$ cat src/rtl/axi4_lite_apb_bridge.sv
// AXI4-Lite slave to APB4 master bridge: one outstanding transfer, round-robin write/read arbitration.
// Optional ACCESS-phase timeout enabled by defining APB_TIMEOUT_EN.
module axi4_lite_apb_bridge #(
   parameter int ADDR_WIDTH     = 32,
   parameter int DATA_WIDTH     = 32,
   parameter int TIMEOUT_CYCLES = 16
) (
   input  logic                    aclk,
   input  logic                    aresetn,
   input  logic [ADDR_WIDTH-1:0]   awaddr,
   input  logic [2:0]              awprot,
   input  logic                    awvalid,
   output logic                    awready,
   input  logic [DATA_WIDTH-1:0]   wdata,
   input  logic [DATA_WIDTH/8-1:0] wstrb,
   input  logic                    wvalid,
   output logic                    wready,
   output logic [1:0]              bresp,
   output logic                    bvalid,
   input  logic                    bready,
   input  logic [ADDR_WIDTH-1:0]   araddr,
   input  logic [2:0]              arprot,
   input  logic                    arvalid,
   output logic                    arready,
   output logic [DATA_WIDTH-1:0]   rdata,
   output logic [1:0]              rresp,
   output logic                    rvalid,
   input  logic                    rready,
   output logic [ADDR_WIDTH-1:0]   paddr,
   output logic [2:0]              pprot,
   output logic                    psel,
   output logic                    penable,
   output logic                    pwrite,
   output logic [DATA_WIDTH-1:0]   pwdata,
   output logic [DATA_WIDTH/8-1:0] pstrb,
   input  logic [DATA_WIDTH-1:0]   prdata,
   input  logic                    pready,
   input  logic                    pslverr
);

   localparam int STRB_W = DATA_WIDTH / 8;

   typedef enum logic [2:0] {S_IDLE, S_SETUP, S_ACCESS, S_WRESP, S_RRESP} state_t;

   state_t                r_state, w_next;
   logic                  r_prio_wr;
   logic [ADDR_WIDTH-1:0] r_addr;
   logic [2:0]            r_prot;
   logic [DATA_WIDTH-1:0] r_wdata;
   logic [STRB_W-1:0]     r_strb;
   logic                  r_write;
   logic [DATA_WIDTH-1:0] r_rdata;
   logic                  r_err;

   logic w_idle, w_wr_pend, w_rd_pend, w_grant_wr, w_grant_rd, w_timeout;

   assign w_idle     = (r_state == S_IDLE);
   assign w_wr_pend  = awvalid & wvalid;
   assign w_rd_pend  = arvalid;
   assign w_grant_wr = w_idle & w_wr_pend & (~w_rd_pend | r_prio_wr);
   assign w_grant_rd = w_idle & w_rd_pend & (~w_wr_pend | ~r_prio_wr);

`ifdef APB_TIMEOUT_EN
   localparam int TMO_W = $clog2(TIMEOUT_CYCLES + 1);
   logic [TMO_W-1:0] r_tmo_cnt;

   always_ff @(posedge aclk or negedge aresetn) begin
      if (!aresetn)                          r_tmo_cnt <= '0;
      else if (r_state == S_SETUP)           r_tmo_cnt <= '0;
      else if (r_state == S_ACCESS && !pready) r_tmo_cnt <= r_tmo_cnt + 1'b1;
   end

   // Fires on the stalled cycle that brings the count up to the limit
   assign w_timeout = (r_state == S_ACCESS) & ~pready &
                      (r_tmo_cnt == TMO_W'(TIMEOUT_CYCLES - 1));
`else
   // No limit in this build; ACCESS waits for pready indefinitely
   assign w_timeout = (TIMEOUT_CYCLES < 0);
`endif

   always_ff @(posedge aclk or negedge aresetn) begin
      if (!aresetn) r_state <= S_IDLE;
      else          r_state <= w_next;
   end

   always_comb begin
      w_next = r_state;
      case (r_state)
         S_IDLE:   if (w_grant_wr | w_grant_rd) w_next = S_SETUP;
         S_SETUP:  w_next = S_ACCESS;
         S_ACCESS: if (pready | w_timeout) w_next = r_write ? S_WRESP : S_RRESP;
         S_WRESP:  if (bready) w_next = S_IDLE;
         S_RRESP:  if (rready) w_next = S_IDLE;
         default:  w_next = S_IDLE;
      endcase
   end

   always_comb begin
      awready = w_grant_wr;
      wready  = w_grant_wr;
      arready = w_grant_rd;
      psel    = (r_state == S_SETUP) | (r_state == S_ACCESS);
      penable = (r_state == S_ACCESS);
      bvalid  = (r_state == S_WRESP);
      rvalid  = (r_state == S_RRESP);
      bresp   = (r_state == S_WRESP) ? {r_err, 1'b0} : 2'b00;
      rresp   = (r_state == S_RRESP) ? {r_err, 1'b0} : 2'b00;
   end

   always_ff @(posedge aclk or negedge aresetn) begin
      if (!aresetn) begin
         r_prio_wr <= 1'b1;
         r_addr    <= '0;
         r_prot    <= '0;
         r_wdata   <= '0;
         r_strb    <= '0;
         r_write   <= 1'b0;
         r_rdata   <= '0;
         r_err     <= 1'b0;
      end else begin
         if (w_grant_wr | w_grant_rd) begin
            r_addr  <= w_grant_wr ? awaddr : araddr;
            r_prot  <= w_grant_wr ? awprot : arprot;
            r_wdata <= w_grant_wr ? wdata  : '0;
            r_strb  <= w_grant_wr ? wstrb  : '0;
            r_write <= w_grant_wr;
            // Priority only rotates when both sides actually competed
            if (w_wr_pend & w_rd_pend) r_prio_wr <= ~r_prio_wr;
         end
         if (r_state == S_ACCESS && pready) begin
            r_err <= pslverr;
            if (!r_write) r_rdata <= prdata;
         end else if (w_timeout) begin
            r_err <= 1'b1;
            if (!r_write) r_rdata <= '0;
         end
      end
   end

   assign paddr  = r_addr;
   assign pprot  = r_prot;
   assign pwrite = r_write;
   assign pwdata = r_wdata;
   assign pstrb  = r_strb;
   assign rdata  = r_rdata;

endmodule

$ cat config.mk
export PLATFORM = sky130hd
export DESIGN_NAME = axi4_lite_apb_bridge
export DESIGN_NICKNAME = d
export VERILOG_FILES = /design/src/rtl/axi4_lite_apb_bridge.sv
export SDC_FILE = /design/constraint.sdc
export NUM_CORES = 1
export LEC_CHECK = 0
export CORE_ASPECT_RATIO = 1.5
export CORE_MARGIN = 4
export CORE_UTILIZATION = 35
export DETAILED_ROUTE_END_ITERATION = 12
export PLACE_DENSITY = 0.87
export SKIP_CTS_REPAIR_TIMING = 1
export SLEW_MARGIN = 0
export SYNTH_ARGS = -nofsm -noshare
export SYNTH_HDL_FRONTEND = slang
export SYNTH_SLANG_ARGS = --single-unit
$ cat constraint.sdc
create_clock -name aclk -period 1.6 [get_ports aclk]
set_input_delay 0.32 -clock aclk [delete_from_list [all_inputs] [get_ports aclk]]
set_output_delay 0.32 -clock aclk [all_outputs]
set_load 0.02 [all_outputs]
==> flow_metrics.py <==
metrics = {
    "yosys": {
        "async_reset_ff_share_pct": 100.0,
        "synth_edf_count": 0,
        "synthCells": 361,
        "avgSynthCellArea_um2": 13.06,
        "synthDistinctLibCells": 37,
        "synth_area_um2": 4715,
        "synth-main-ff-cell": "dfrtp_1",
        "yosysSeqAreaShare_pct": 57.88,
        "yosysWarningCount": 0,
        "synth-seq-cells": 109,
    },
    "power": {
        "irDropWorstVdd_mv": 0.9386,
        "p_total_mw": 15.47,
        "p_seq_share_pct": 31.0,
        "clkPwrFrac_pct": 15.6,
        "p_sw_share_pct": 37.53,
        "power_density_nw_per_um2": 1865,
        "internal_power_mw": 9.660,
        "combPwrFrac_pct": 53.4,
        "p_leak_nw": 4.496,
        "p_sw_mw": 5.805,
    },
    "worst_setup_path": {
        "crit_type": "reg2out",
        "cp-end-kind": "primary output",
        "cp_max_fo": 4,
        "required_ns": 1.28,
        "critPathLaunchType": "register",
        "cp.arrival_ns": 1.59,
    },
    "clocking": {
        "insertion_delay_ns": 0.35,
        "htree_levels": 3,
        "cts_tree": "yes",
        "cts_buffer_depth": 2,
        "clkTransAtPathRegs_ns": 0.08,
        "cts_buffers": 9,
        "root_buffer": "clkbuf_16",
        "clock-sinks": 109,
    },
    "die": {
        "die_area_um2": 15430,
        "fp.dieW_um": 102.8,
        "rows": 51,
        "core_um2": 13080,
        "io_pins": 262,
        "start_util_pct": 36.04,
        "die_height_um": 150.1,
    },
    "final_layout": {
        "nets": 772,
        "syn_to_final_growth_pct": 75.88,
        "finalInstanceArea_um2": 8292,
        "layout_common_cells": "clkdlybuf4s50_1 (145), dfrtp_1 (108), dlymetal6s2s_1 (104), a22o_1 (36), nand2b_1 (36)",
        "nFillCells": 984,
        "layout-drive-gt1-share_pct": 17.14,
        "layout_commonest_cell": "clkdlybuf4s50_1",
        "antenna_cells": 0,
    },
    "grt": {
        "track_usage_pct": 19.31,
        "grt_pass1_wl_mm": 23.07,
        "grt-ovfl-total": 0,
        "antenna_found_initial": 0,
        "grt_max_degree": 41,
        "first_global_vias": 4543,
    },
    "sta": {
        "hold_viol": 0,
        "fin_crit_ns": 1.912,
        "period_share_pct": 119.5,
        "rsz0062_at_grt": "true",
        "fin_hold_ws_ns": 0.4744,
        "final.setup.worst_slack_ns": -0.3118,
        "fin_skew_ns": 0.01431,
        "final-setup-viol-count": 42,
        "max_freq_mhz": 523.1,
        "drv_slew": 0,
    },
    "drt": {
        "ant_nets": 0,
        "post-route-drc-count": 0,
        "firstDrtPassIters": 4,
        "routed_wl_mm": 15.93,
        "wire_per_inst_um": 20.18,
        "via_per_inst": 5.267,
        "vias": 4156,
        "drt_iter0_markers": 94,
    },
    "min_path": {
        "hold_class": "in2async",
    },
    "run_status": {
        "violations": "setup timing",
        "status": "complete, but fails checks",
    },
    "place": {
        "postPlaceCellArea_um2": 7626,
        "dp_hpwl_mm": 11.65,
        "gp_congestion": 0.7825,
        "placement.io_buffers": 259,
    },
    "run": {
        "maxCapViolations": 0,
    },
}
layer usage:
layer	track usage [%]	share of wire, %	wire length, um	vias to the layer above
li1	-	-	-	1889
met1	20.57	34	5460	2023
met2	34.73	52	8358	207
met3	6.583	10	1612	37
met4	7.064	3.1	493	0
met5	0	0	0	-
logic make-up (layout without fill, tap and decap cells):
logic type	Yosys count	after routing	share of synthesized area [%]
xor gates and xnor gates	2	2	0.3716
muxes	35	35	8.333
buffers and inverters	42	310	4.511
DFF	109	109	57.88
AOI/OAI and AO/OA	114	114	20.81
other	1	2	0.07954
and+or+nand+nor	58	58	8.015
power groups by stage:
stage | logic (mW) | clock network, mW | registers, mW
2_1_floorplan | 2.74 | 0 | 6.36
3_3_place_gp | 8.17 | 0 | 4.81
3_5_place_dp | 8.38 | 0 | 4.87
4_1_cts | 8.42 | 2.49 | 4.84
5_1_grt | 8.74 | 2.61 | 4.98
6_report | 8.25 | 2.41 | 4.80
cell type report:
type,count,area (um2),area share (%)
Timing Repair Buffer,290,3191,38.48
Sequential cell,109,2729,32.91
Multi-Input combinational cell,211,1831,22.08
Clock buffer,9,225.2,2.716
Tap cell,159,198.9,2.399
Clock inverter,7,102.6,1.237
Inverter,4,15.01,0.1811
state kept, by name, summed over array words and instances, names as in the netlist:
| signal | count |
|---|---|
| pwdata | 32 |
| pstrb | 4 |
| pwrite | 1 |
| r_state | 3 |
| paddr | 32 |
| r_err | 1 |
| r_prio_wr | 1 |
| rdata | 32 |
| pprot | 3 |
critical path, stage by stage, from the launching register on:
cell	delay (ns)
dfrtp_1	0.38
or3_4	0.42
nor3_4	0.18
buf_6	0.16
buf_6	0.12
cell usage after synthesis (all sizes together), types with 2 or more instances:
library cell	instances	area (um2)
dfrtp	108	2703
a22o	36	315.3
and3	2	12.51
nand2b	36	225.2
nand2	3	11.26
and2	2	12.51
nor3	3	26.28
clkbuf	17	63.81
o21ai	2	10.00
nor2b	3	18.77
a2bb2oi	35	306.5
nor2	3	18.77
inv	4	15.01
buf	21	133.9
nor3b	2	20.02
mux2	34	382.9
o32ai	35	306.5
xnor2	2	17.52
nand3	2	10.01
final timing paths:
| kind | startpoint | end | slack [ns] | cells past startpoint |
|---|---|---|---|---|
| max | r_state[2] | awready | -0.31 | 4 |
| min | aresetn | rdata[10] | 0.47 | 2 |
| max reg2reg | r_state[2] | paddr[22] | -0.06 | 6 |
| min reg2reg | pwdata[9] | pwdata[9] | 0.49 | 1 |
| max in group asynchronous | aresetn | rdata[4] | 0.56 | 3 |
| min in group aclk | pwdata[9] | pwdata[9] | 0.49 | 1 |
stage by stage:
| stage | instances | TNS [ns] | utilization, % | setup WS [ns] |
|---|---|---|---|---|
| after floorplan | 362 | -0.07665 | - | -0.07665 |
| after global placement | 770 | -27.57 | 58.30 | -0.7276 |
| after detailed placement | 770 | -31.04 | 58.30 | -0.7563 |
| after CTS | 786 | -19.07 | 60.80 | -0.8989 |
| after global routing | 789 | -8.487 | 63.39 | -0.3682 |
| final | 789 | -2.752 | 63.39 | -0.3118 |
Note: power is estimated with default switching activity, not from simulation.
